`src/rtl/apb_master_ctrl_if.sv`:
```
// Bundle of command-FIFO, read-data-FIFO, APB and status signals around
// the APB master sequencer. master = sequencer side, slave = environment.
interface apb_master_ctrl_if #(
    parameter int AW = 32,
    parameter int DW = 32,
    parameter int CW = 16
);
    // command FIFO (first-word-fall-through head)
    logic          cmd_empty;
    logic [AW-1:0] cmd_addr;
    logic [DW-1:0] cmd_wdata;
    logic          cmd_write;
    logic          cmd_rd_en;

    // read-data FIFO
    logic          rd_full;
    logic          rd_wr_en;
    logic [DW-1:0] rd_wdata;

    // APB
    logic          Psel;
    logic          Penable;
    logic          Pwrite;
    logic [AW-1:0] Paddr;
    logic [DW-1:0] Pdata;
    logic [DW-1:0] Prdata;
    logic          Pready;
    logic          Pslverr;

    // status
    logic          busy;
    logic          err_pulse;
    logic          timeout_pulse;
    logic [CW-1:0] xfer_cnt;

    modport master (
        input  cmd_empty, cmd_addr, cmd_wdata, cmd_write,
        input  rd_full,
        input  Prdata, Pready, Pslverr,
        output cmd_rd_en, rd_wr_en, rd_wdata,
        output Psel, Penable, Pwrite, Paddr, Pdata,
        output busy, err_pulse, timeout_pulse, xfer_cnt
    );

    modport slave (
        output cmd_empty, cmd_addr, cmd_wdata, cmd_write,
        output rd_full,
        output Prdata, Pready, Pslverr,
        input  cmd_rd_en, rd_wr_en, rd_wdata,
        input  Psel, Penable, Pwrite, Paddr, Pdata,
        input  busy, err_pulse, timeout_pulse, xfer_cnt
    );
endinterface

```
`src/rtl/apb_master_ctrl.sv`:
```
// APB side of the AHB-to-APB bridge: pops commands from the command FIFO,
// runs the APB SETUP/ACCESS phases, waits on Pready with an optional
// timeout, and pushes read results into the read-data FIFO.
module apb_master_ctrl #(
    parameter int AW      = 32,
    parameter int DW      = 32,
    parameter int TIMEOUT = 16,
    parameter int CW      = 16
) (
    input  logic                Pclk,
    input  logic                Preset,
    apb_master_ctrl_if.master   bus
);

    // Wait counter only needs to reach TIMEOUT-1.
    localparam int WCW = (TIMEOUT > 2) ? $clog2(TIMEOUT) : 1;
    localparam logic [WCW-1:0] WAIT_LAST = (TIMEOUT > 0) ? WCW'(TIMEOUT - 1) : '0;

    typedef enum logic [1:0] {
        S_IDLE   = 2'd0,
        S_SETUP  = 2'd1,
        S_ACCESS = 2'd2
    } state_t;

    state_t         state_q, state_d;
    logic           psel_q, psel_d;
    logic           penable_q, penable_d;
    logic           pwrite_q, pwrite_d;
    logic [AW-1:0]  paddr_q, paddr_d;
    logic [DW-1:0]  pdata_q, pdata_d;
    logic [WCW-1:0] wait_q, wait_d;
    logic           err_q, err_d;
    logic           to_q, to_d;
    logic [CW-1:0]  cnt_q, cnt_d;

    logic           cmd_rd_en_c;
    logic           rd_wr_en_c;
    logic [DW-1:0]  rd_wdata_c;
    logic           start;
    logic           timeout_hit;

    // A read may only start when the read-data FIFO has room for its result.
    assign start       = !bus.cmd_empty && (bus.cmd_write || !bus.rd_full);
    assign timeout_hit = (TIMEOUT > 0) && (wait_q == WAIT_LAST);

    // Next-state, datapath and combinational FIFO handshakes.
    always_comb begin
        state_d     = state_q;
        psel_d      = psel_q;
        penable_d   = penable_q;
        pwrite_d    = pwrite_q;
        paddr_d     = paddr_q;
        pdata_d     = pdata_q;
        wait_d      = wait_q;
        err_d       = 1'b0;
        to_d        = 1'b0;
        cnt_d       = cnt_q;
        cmd_rd_en_c = 1'b0;
        rd_wr_en_c  = 1'b0;
        rd_wdata_c  = '0;

        case (state_q)
            S_IDLE: begin
                if (start) begin
                    cmd_rd_en_c = 1'b1;
                    paddr_d     = bus.cmd_addr;
                    pdata_d     = bus.cmd_wdata;
                    pwrite_d    = bus.cmd_write;
                    psel_d      = 1'b1;
                    state_d     = S_SETUP;
                end
            end
            S_SETUP: begin
                penable_d = 1'b1;
                wait_d    = '0;
                state_d   = S_ACCESS;
            end
            S_ACCESS: begin
                if (bus.Pready) begin
                    rd_wr_en_c = !pwrite_q;
                    rd_wdata_c = bus.Prdata;
                    err_d      = bus.Pslverr;
                    cnt_d      = cnt_q + 1'b1;
                    psel_d     = 1'b0;
                    penable_d  = 1'b0;
                    state_d    = S_IDLE;
                end else if (timeout_hit) begin
                    // Aborted reads still push a (zero) word so responses
                    // stay 1:1 with read commands.
                    rd_wr_en_c = !pwrite_q;
                    rd_wdata_c = '0;
                    err_d      = 1'b1;
                    to_d       = 1'b1;
                    cnt_d      = cnt_q + 1'b1;
                    psel_d     = 1'b0;
                    penable_d  = 1'b0;
                    state_d    = S_IDLE;
                end else begin
                    wait_d = wait_q + 1'b1;
                end
            end
            default: begin
                psel_d    = 1'b0;
                penable_d = 1'b0;
                state_d   = S_IDLE;
            end
        endcase

        // No FIFO traffic while reset is held, even mid-transfer.
        if (Preset) begin
            cmd_rd_en_c = 1'b0;
            rd_wr_en_c  = 1'b0;
            rd_wdata_c  = '0;
        end
    end

    // State and registered APB/status outputs, synchronous reset.
    always_ff @(posedge Pclk) begin
        if (Preset) begin
            state_q   <= S_IDLE;
            psel_q    <= 1'b0;
            penable_q <= 1'b0;
            pwrite_q  <= 1'b0;
            paddr_q   <= '0;
            pdata_q   <= '0;
            wait_q    <= '0;
            err_q     <= 1'b0;
            to_q      <= 1'b0;
            cnt_q     <= '0;
        end else begin
            state_q   <= state_d;
            psel_q    <= psel_d;
            penable_q <= penable_d;
            pwrite_q  <= pwrite_d;
            paddr_q   <= paddr_d;
            pdata_q   <= pdata_d;
            wait_q    <= wait_d;
            err_q     <= err_d;
            to_q      <= to_d;
            cnt_q     <= cnt_d;
        end
    end

    assign bus.cmd_rd_en     = cmd_rd_en_c;
    assign bus.rd_wr_en      = rd_wr_en_c;
    assign bus.rd_wdata      = rd_wdata_c;
    assign bus.Psel          = psel_q;
    assign bus.Penable       = penable_q;
    assign bus.Pwrite        = pwrite_q;
    assign bus.Paddr         = paddr_q;
    assign bus.Pdata         = pdata_q;
    assign bus.busy          = (state_q != S_IDLE);
    assign bus.err_pulse     = err_q;
    assign bus.timeout_pulse = to_q;
    assign bus.xfer_cnt      = cnt_q;

endmodule

```
`src/flat_wrapper.sv`:
```
// flat-port wrapper written by rule: the top's interface ports become plain ports
module apb_master_ctrl_flat 
#(
    parameter int AW      = 32,
    parameter int DW      = 32,
    parameter int TIMEOUT = 16,
    parameter int CW      = 16
)
  (Pclk, Preset, bus_cmd_empty, bus_cmd_addr, bus_cmd_wdata, bus_cmd_write, bus_rd_full, bus_Prdata, bus_Pready, bus_Pslverr, bus_cmd_rd_en, bus_rd_wr_en, bus_rd_wdata, bus_Psel, bus_Penable, bus_Pwrite, bus_Paddr, bus_Pdata, bus_busy, bus_err_pulse, bus_timeout_pulse, bus_xfer_cnt);
  apb_master_ctrl_if #(.AW(AW), .DW(DW), .CW(CW)) bus_i ();
  input  logic Pclk;
  input  logic Preset;
  input wire logic [$bits(bus_i.cmd_empty)-1:0] bus_cmd_empty;
  input wire logic [$bits(bus_i.cmd_addr)-1:0] bus_cmd_addr;
  input wire logic [$bits(bus_i.cmd_wdata)-1:0] bus_cmd_wdata;
  input wire logic [$bits(bus_i.cmd_write)-1:0] bus_cmd_write;
  input wire logic [$bits(bus_i.rd_full)-1:0] bus_rd_full;
  input wire logic [$bits(bus_i.Prdata)-1:0] bus_Prdata;
  input wire logic [$bits(bus_i.Pready)-1:0] bus_Pready;
  input wire logic [$bits(bus_i.Pslverr)-1:0] bus_Pslverr;
  output wire logic [$bits(bus_i.cmd_rd_en)-1:0] bus_cmd_rd_en;
  output wire logic [$bits(bus_i.rd_wr_en)-1:0] bus_rd_wr_en;
  output wire logic [$bits(bus_i.rd_wdata)-1:0] bus_rd_wdata;
  output wire logic [$bits(bus_i.Psel)-1:0] bus_Psel;
  output wire logic [$bits(bus_i.Penable)-1:0] bus_Penable;
  output wire logic [$bits(bus_i.Pwrite)-1:0] bus_Pwrite;
  output wire logic [$bits(bus_i.Paddr)-1:0] bus_Paddr;
  output wire logic [$bits(bus_i.Pdata)-1:0] bus_Pdata;
  output wire logic [$bits(bus_i.busy)-1:0] bus_busy;
  output wire logic [$bits(bus_i.err_pulse)-1:0] bus_err_pulse;
  output wire logic [$bits(bus_i.timeout_pulse)-1:0] bus_timeout_pulse;
  output wire logic [$bits(bus_i.xfer_cnt)-1:0] bus_xfer_cnt;
  assign bus_i.cmd_empty = bus_cmd_empty;
  assign bus_i.cmd_addr = bus_cmd_addr;
  assign bus_i.cmd_wdata = bus_cmd_wdata;
  assign bus_i.cmd_write = bus_cmd_write;
  assign bus_i.rd_full = bus_rd_full;
  assign bus_i.Prdata = bus_Prdata;
  assign bus_i.Pready = bus_Pready;
  assign bus_i.Pslverr = bus_Pslverr;
  assign bus_cmd_rd_en = bus_i.cmd_rd_en;
  assign bus_rd_wr_en = bus_i.rd_wr_en;
  assign bus_rd_wdata = bus_i.rd_wdata;
  assign bus_Psel = bus_i.Psel;
  assign bus_Penable = bus_i.Penable;
  assign bus_Pwrite = bus_i.Pwrite;
  assign bus_Paddr = bus_i.Paddr;
  assign bus_Pdata = bus_i.Pdata;
  assign bus_busy = bus_i.busy;
  assign bus_err_pulse = bus_i.err_pulse;
  assign bus_timeout_pulse = bus_i.timeout_pulse;
  assign bus_xfer_cnt = bus_i.xfer_cnt;
  apb_master_ctrl #(.AW(AW), .DW(DW), .TIMEOUT(TIMEOUT), .CW(CW)) u_core (.Pclk(Pclk), .Preset(Preset), .bus(bus_i));
endmodule
```
`config.mk`:
```
export PLATFORM = sky130hd
export DESIGN_NAME = apb_master_ctrl_flat
export DESIGN_NICKNAME = d
export VERILOG_FILES = /design/src/rtl/apb_master_ctrl_if.sv /design/src/rtl/apb_master_ctrl.sv /design/src/flat_wrapper.sv
export SDC_FILE = /design/constraint.sdc
export NUM_CORES = 1
export LEC_CHECK = 0
export ABC_AREA = 1
export ABC_CLOCK_PERIOD_IN_PS = 1480
export CORE_AREA = 2 2 109 111
export DETAILED_ROUTE_END_ITERATION = 10
export DIE_AREA = 0 0 111 113
export PLACE_DENSITY = 0.88
export REMOVE_ABC_BUFFERS = 1
export SLEW_MARGIN = 20
export SYNTH_ARGS = -nofsm -noshare
export SYNTH_HDL_FRONTEND = slang
export SYNTH_SLANG_ARGS = --single-unit
```
`constraint.sdc`:
```
create_clock -name Pclk -period 1.48 [get_ports Pclk]
set_clock_uncertainty 0.2 [all_clocks]
set_input_delay 0.148 -clock Pclk [delete_from_list [all_inputs] [get_ports Pclk]]
set_output_delay 0.148 -clock Pclk [all_outputs]
set_load 0.01 [all_outputs]
```
# Word-level counts from Yosys, hierarchy flattened

Cells that the tools add are included.

$add $sub $neg: 2
Equality and inequality tests: 7
Muxes and demuxes: 26
Bitwise logic cells: 3
Reduce and logical (&&, ||, !) cells: 17

Operators with widths:

| cell                                          | number |
|---|---|
| two-way mux 32 bit                            | 3 |
| two-way mux 16 bit                            | 2 |
| adder 16 x 1 -> 16 bit, second input constant | 1 |
| two-way mux 1 bit                             | 12 |
| two-way mux 4 bit                             | 2 |
| case mux 4 bit (2 select lines)               | 1 |
| AND reduction 2 bit                           | 4 |
| two-way mux 2 bit                             | 3 |
| case mux 1 bit (3 select lines)               | 2 |
| case mux 2 bit (3 select lines)               | 1 |
| AND reduction 3 bit                           | 2 |
| nonzero test 2 bit                            | 3 |
| adder 4 x 1 -> 4 bit, second input constant   | 1 |
| == test 4 bit, second input constant          | 1 |
| != test 2 bit, second input constant          | 2 |
| logical NOT 1 bit                             | 3 |
| != test 3 x 2 -> 1 bit, second input constant | 1 |
| inverter 1 bit                                | 3 |
| OR reduction 3 bit                            | 1 |
| == test 2 x 1 -> 1 bit, second input constant | 1 |
| == test 2 bit, second input constant          | 1 |
| logical NOT 2 bit                             | 1 |
| != test 2 x 1 -> 1 bit, second input constant | 1 |
| OR reduction 2 bit                            | 1 |
| 2 further kinds                               | 2 |

Bits in registers: 91
Input port bits: 103

# Logic depth before layout (Yosys ltp)

Gate-level depths: netlist of run 1.

Depth after elaboration: 6
Gate-level depth with buffers: 8

# Least setup slack after synthesis of run 1

No wires, ideal clock.

Path type: register -> register
Start point: reg u_core.wait_q[0]
End point: reg u_core.cnt_q[14], in the netlist u_core.bus.xfer_cnt[14]
Library setup time: 0.115 ns
Arrival: 1.218 ns
Required time: 1.165 ns
Path slack: -0.053 ns
Stages on the path, launching flop included: 9
Path buffers: 0
Clock period less this slack: 1.533 ns
Cells stage by stage: dfxtp_1 > ha_1 > nand3_2 > nand2_1 > nand2_4 > nor2_1 > nand3_1 > nand2_1 > nor2_1

Word-level cells in the longest chain between the ends: 3

RTL lines:

| what                                 | RTL line               | source |
|---|---|---|
| start: declaration                   | apb_master_ctrl.sv:31  | `logic [WCW-1:0] wait_q, wait_d;` |
| start signal: assignment             | apb_master_ctrl.sv:137 | `wait_q <= wait_d;` |
| == test 4 bit                        | apb_master_ctrl.sv:44  | `assign timeout_hit = (TIMEOUT > 0) && (wait_q == WAIT_LAST);` |
| nonzero test 2 bit (no source line)  | -                      |  |
| AND reduction 2 bit (no source line) | -                      |  |
| end signal: assignment               | apb_master_ctrl.sv:140 | `cnt_q <= cnt_d;` |
| end: declaration                     | apb_master_ctrl.sv:34  | `logic [CW-1:0] cnt_q, cnt_d;` |

No other way between the ends.
A chain may end at the register's enable or synchronous reset.

# Final worst setup path of run 1

Start point: reg u_core.wait_q[0]
End point: out bus_rd_wr_en

Word-level cells in the longest chain between the ends: 5

RTL lines:

| what              | RTL line               | source |
|---|---|---|
| == test 4 bit     | apb_master_ctrl.sv:44  |  |
| two-way mux 1 bit | apb_master_ctrl.sv:87  | `end else if (timeout_hit) begin` |
| two-way mux 1 bit | apb_master_ctrl.sv:79  | `if (bus.Pready) begin` |
| two-way mux 1 bit | apb_master_ctrl.sv:62  | `case (state_q)` |
| two-way mux 1 bit | apb_master_ctrl.sv:110 | `if (Preset) begin` |
| end: declaration  | flat_wrapper.sv:22     | `output wire logic [$bits(bus_i.rd_wr_en)-1:0] bus_rd_wr_en;` |

No other way between the ends.

==> results of run 1 <==
-- what timing repair did --
action                                  4_1_cts  5_1_grt
endpoints found under the setup margin      207      121
cloned                                        4       17
buffers inserted                              1        5
pin swaps                                     6       65
gates resized for setup                     270      249
-- per-stage QoR --
stage               power [mW]  TNS [ns]  hold slack (ns)
global placement         3.726    -43.01           0.2371
detailed placement       3.739    -46.58           0.2416
floorplan                3.008    -70.13          0.01707
finish                   6.511    -20.47          0.09447
global route             6.742    -27.26           0.1014
CTS                      6.024    -13.59          0.04327
-- worst min-delay path, cell delays in order --
cell	delay, ns
buf_2	0.13
buf_4	0.14
buf_4	0.14
a21oi_2	0.03
-- kinds of logic (layout without fill, tap and decap cells) --
kind of cell / Yosys count / count (layout) / synth area share
simple gates: 311 / 311 / 0.3230
flops: 91 / 91 / 0.4780
compound gates: 84 / 84 / 0.1133
buf+inv: 66 / 331 / 0.07912
fa+ha+maj: 2 / 2 / 0.006565
-- how the worst min path moves through the flow --
stage	start	end	slack (ns)	cells after the start
floorplan	Preset	u_core.bus.Paddr[0]	0.02	1
CTS	Preset	u_core.bus.xfer_cnt[7]	0.04	4
finish	Preset	u_core.bus.Pdata[3]	0.09	4
global route	Preset	u_core.bus.Pdata[3]	0.10	4
global placement	u_core.bus.Psel	u_core.bus.Psel	0.24	2
detailed placement	u_core.bus.Psel	u_core.bus.Psel	0.24	2
-- layer usage --
metal,vias up,global-route usage,share of wire
li1,2257,-,-
met1,2180,0.2143,0.38
met2,214,0.3611,0.52
met3,19,0.09480,0.093
met4,0,0.06333,0.015
met5,-,0,0
-- cell type report --
type,count,area (sq um)
fill,824,3405
timing repair buffer,278,2820
multi-input combinational,397,2552
sequential,91,1837
clock buffer,10,239.0
tap,143,178.9
inverter,36,163.9
clock inverter,6,60.06
timing repair inverter,1,16.27
-- power breakdown --
part           internal [mW]  switching (mW)
clock                   1.22            1.07
sequential              2.57          0.0692
combinational          0.821           0.766
total                   4.61            1.90
-- flip-flops by register name, summed over array words and instances, names as in the netlist, 2 cells and up --
signal / cells
u_core.bus.Pdata: 32
u_core.wait_q: 4
u_core.state_q: 2
u_core.bus.Paddr: 32
u_core.bus.xfer_cnt: 16
-- layout by cell type, fill, tap and decap left out, types with 2 or more instances in the layout --
master and count:
nand2_1 140, clkdlybuf4s50_1 101, dlygate4sd2_1 85, dfxtp_1 81, a21oi_2 57, nand2_4 55, nor2_1 50, buf_2 33
inv_1 27, clkbuf_16 20, buf_4 20, nor2_2 19, a21oi_1 17, buf_6 15, nand2_2 14, nand3_1 9
dfxtp_2 9, nor2_4 7, nand3_2 7, o21ai_2 7, buf_12 7, inv_2 6, buf_16 6, nand3_4 3
nor3_1 3, clkinvlp_4 2
-- cell usage after synthesis --
master,number,area (sq um)
nand2_1,209,784.5
dfxtp_1,91,1822
a21oi_1,74,370.4
nor2_1,73,274.0
inv_1,33,123.9
nand3_1,17,85.08
clkbuf_1,14,52.55
buf_2,10,50.05
o21ai_0,9,45.04
buf_6,5,56.30
nor3_1,4,20.02
ha_1,2,25.02
inv_2,2,7.510
nand3_2,2,20.02
nor2_2,2,12.51
a21oi_4,1,16.27
and3_1,1,6.260
buf_4,1,7.510
clkinv_1,1,3.750
nand2_4,1,11.26
nand4_1,1,6.260
nor2_4,1,11.26
==> flow_metrics.py, run 1 <==
metrics = {
    "placement": {
        "port_buffers": 222,
        "placed_area_sq_mm": 0.006324,
        "post-place-ws_ns": -0.5977,
        "dp.cells": 920,
        "hpwlAfterDp_um": 8938,
        "finalWeightedCongestion": 0.8438,
    },
    "setup_path": {
        "path_cells": "ha_4, nand3_4, a21oi_4, nand2_2, nor2_1, buf_2",
        "crit_slowest_cell": "dfxtp_2",
        "setup.worst_path.end": "bus_rd_wr_en",
        "r2r-start": "u_core.state_q[1]",
        "cp_num_buf_inv": 1,
        "crit_required_ns": 1.13,
        "crit_fanout": 2,
        "critical_path.startpoint_type": "flop",
        "r2r-end": "u_core.bus.Paddr[21]",
        "reg2reg_depth": 8,
        "critical_path_arrival_ns": 1.38,
        "cp-startpoint": "u_core.wait_q[0]",
        "cp.depth": 6,
        "cpLargestDelayFamily": "flip-flops",
        "r2r_slack_ns": -0.22,
        "cpPeakStageDelay_ns": 0.35,
        "cp-end-kind": "output pin",
        "path_class": "reg2out",
    },
    "floorplanning": {
        "start_util": 0.3381,
        "core_sq_mm": 0.01127,
        "die_y_um": 113,
        "dieWidth_um": 111,
        "rows": 39,
        "ios": 223,
        "dieArea_sq_mm": 0.01254,
    },
    "pwr": {
        "ir_drop_mv": 0.7149,
        "p_leak_nw": 3.688,
        "power.density_mw_per_mm2": 827.6,
    },
    "yosys": {
        "synth.cell_area_sq_mm": 0.003811,
        "synth_cell_types": 22,
        "seq_area_frac_synth": 0.4780,
        "avgSynthCellArea_sq_um": 6.879,
        "ys.warnings.count": 0,
        "ys_ff_latch": 91,
        "synth_cells": 554,
    },
    "layout": {
        "final_util": 0.6980,
        "drive_gt1_frac": 0.3663,
        "nNetsFinal": 919,
        "fin_cells": 962,
        "antenna-diode-count": 0,
        "area_delta_synth_final_pct": 106.4,
        "fin_area_sq_mm": 0.007868,
    },
    "clocking": {
        "cts_hold_buf": 0,
        "cts_buffer_depth": 2,
        "h-tree-depth": 3,
        "clkLatencyLatePin_ns": 0.34,
        "cts_sinks": 91,
        "path_clk_slew_ns": 0.07,
        "numCtsBuffers": 9,
        "clock-root-buffer": "clkbuf_16",
        "tritoncts": "built",
    },
    "flow_run": {
        "cap_viol_max_count": 0,
    },
    "sta": {
        "rsz0062_at_grt": "yes",
        "setup_viol": 118,
        "worst_slack_ns": -0.2509,
        "report.final.hold_viol_count": 0,
        "slew_viol_final": 0,
        "period_share": 1.170,
        "period_needed_ns": 1.731,
        "tightestPinTransition_ns": 1.013,
        "max_slew_margin": 0.3246,
        "max_freq_mhz": 577.7,
    },
    "grt": {
        "grt_pass1_wl_um": 20640,
        "grt_max_degree": 64,
        "antenna_found_initial": 0,
        "grt_pass1_vias": 4332,
        "grt_util_all_layers": 0.2029,
        "overflow": 0,
    },
    "routing": {
        "dr.pass1.iters": 4,
        "via_count": 4670,
        "wl_per_cell_um": 17.03,
        "wl_um": 16390,
        "via_per_inst": 4.854,
        "drcViolationCount": 0,
        "ant_nets": 0,
        "drt_iter0_markers": 207,
    },
    "run_status": {
        "outcome": "complete, but fails checks",
        "violations": "negative setup slack",
    },
    "worst_hold_path": {
        "hold_path.class": "in2reg",
    },
}
Note: power is estimated with default switching activity, not from simulation.
==> run 2, diff against run 1 <==
- SKIP_LAST_GASP: not set -> 1
==> flow_metrics.py, run 2 (synthesized netlist as in run 1, its figures left out) <==
metrics = {
    "floorplanning": {
        "dieWidth_um": 111,
        "start_util": 0.3381,
        "ios": 223,
        "dieArea_sq_mm": 0.01254,
        "core_sq_mm": 0.01127,
        "die_y_um": 113,
        "rows": 39,
    },
    "sta": {
        "max_slew_margin": 0.3229,
        "tightestPinTransition_ns": 1.016,
        "report.final.hold_viol_count": 0,
        "worst_slack_ns": -0.2484,
        "period_share": 1.168,
        "max_freq_mhz": 578.6,
        "tns_ns": -18.69,
        "rsz0062_at_grt": "yes",
        "slew_viol_final": 0,
        "setup_viol": 117,
        "period_needed_ns": 1.728,
    },
    "setup_path": {
        "critical_path_arrival_ns": 1.38,
        "cp-startpoint": "u_core.state_q[1]",
        "cp-end-kind": "output pin",
        "r2r_slack_ns": -0.22,
        "r2r-end": "u_core.bus.Pdata[14]",
        "critical_path.startpoint_type": "flop",
        "crit_fanout": 8,
        "setup.worst_path.end": "bus_rd_wdata[4]",
        "path_class": "reg2out",
        "crit_required_ns": 1.13,
        "r2r-start": "u_core.state_q[1]",
        "reg2reg_depth": 8,
    },
    "routing": {
        "dr.pass1.iters": 4,
        "drt_iter0_markers": 210,
        "drcViolationCount": 0,
        "wl_met1_um": 6143,
        "wl_per_cell_um": 17.17,
        "ant_nets": 0,
        "via_count": 4702,
        "routed.top_layer": "met4",
        "via_per_inst": 4.893,
        "routed-wl-met2_um": 8488,
        "wl_met3_um": 1570,
        "wl_um": 16500,
    },
    "layout": {
        "drive_gt1_frac": 0.3545,
        "final_util": 0.6924,
        "fin_cells": 961,
        "nNetsFinal": 918,
        "antenna-diode-count": 0,
        "final_common_cell": "nand2_1",
        "final_cell_mix": "nand2_1, clkdlybuf4s50_1, dlygate4sd2_1",
        "area_delta_synth_final_pct": 104.8,
    },
    "pwr": {
        "p_leak_nw": 3.668,
        "finalPower_mw": 6.482,
        "ir_drop_mv": 0.6111,
        "power.density_mw_per_mm2": 830.5,
    },
    "clocking": {
        "numCtsBuffers": 9,
        "h-tree-depth": 3,
        "tritoncts": "built",
        "cts_buffer_depth": 2,
        "clock-root-buffer": "clkbuf_16",
        "cts_hold_buf": 0,
        "cts_sinks": 91,
        "path_clk_slew_ns": 0.07,
        "clkLatencyLatePin_ns": 0.34,
    },
    "grt": {
        "grt_pass1_vias": 4326,
        "grt_max_degree": 64,
        "grt_pass1_wl_um": 20620,
        "antenna_found_initial": 0,
        "grt_util_all_layers": 0.2027,
        "overflow": 0,
    },
    "placement": {
        "port_buffers": 222,
        "dp.cells": 920,
        "hpwlAfterDp_um": 8938,
        "finalWeightedCongestion": 0.8438,
        "post-place-ws_ns": -0.5977,
    },
    "run_status": {
        "violations": "negative setup slack",
        "outcome": "complete, but fails checks",
    },
    "worst_hold_path": {
        "hold_path.class": "in2reg",
    },
    "flow_run": {
        "cap_viol_max_count": 0,
    },
}
run 2: repair_timing:
| action | CTS | global route |
|---|---|---|
| endpoints found under the setup margin | 207 | 121 |
| pin swaps | 6 | 65 |
| gates resized for setup | 188 | 314 |
| cloned | 4 | 17 |
| buffers inserted | 1 | 4 |
run 2: power by group:
group          switching [mW]  internal [mW]  total (mW)
clock network            1.05           1.22        2.27
logic                   0.762          0.810        1.57
registers              0.0696           2.57        2.64
run 2: worst min-delay path by stage:
| stage | startpoint | to | slack [ns] | cells past startpoint |
|---|---|---|---|---|
| 2_1_floorplan | Preset | u_core.bus.Paddr[0] | 0.02 | 1 |
| 3_3_place_gp | u_core.bus.Psel | u_core.bus.Psel | 0.24 | 2 |
| 3_5_place_dp | u_core.bus.Psel | u_core.bus.Psel | 0.24 | 2 |
| 4_1_cts | Preset | u_core.bus.xfer_cnt[7] | 0.04 | 4 |
| 5_1_grt | Preset | u_core.bus.Pdata[3] | 0.10 | 4 |
| 6_report | Preset | u_core.bus.Pdata[3] | 0.1 | 4 |
run 2: stage by stage:
stage | instance area, sq um | hold WS, ns
6_report | 7805 | 0.09649
5_1_grt | 7805 | 0.1039
4_1_cts | 6751 | 0.04327
3_5_place_dp | 6324 | 0.2416
3_3_place_gp | 6324 | 0.2371
2_1_floorplan | 3645 | 0.01707
run 2: cell type report:
class	count	area [sq um]
Clock buffer	10	239.0
Fill cell	823	3467
Multi-Input combinational cell	397	2517
Inverter	36	163.9
Clock inverter	6	60.06
Timing Repair Buffer	277	2793
Tap cell	143	178.9
Sequential cell	91	1837
Timing Repair inverter	1	16.27
run 2: layer usage:
layer,vias up,track usage
li1,2250,-
met1,2193,0.2126
met2,230,0.3620
met3,29,0.09534
met4,0,0.06333
met5,-,0
run 2: worst max-delay path, stage by stage (launching register included):
cell	delay, ns
dfxtp_4	0.36
nand2_2	0.08
nor2_4	0.13
inv_4	0.07
clkbuf_16	0.17
nor2_1	0.09
buf_2	0.14
==> run 3, diff against run 2 <==
- ABC_CLOCK_PERIOD_IN_PS: 1480 -> not set
==> results of run 3 <==
Final layout, timing and power as in run 2 (identical DEF).
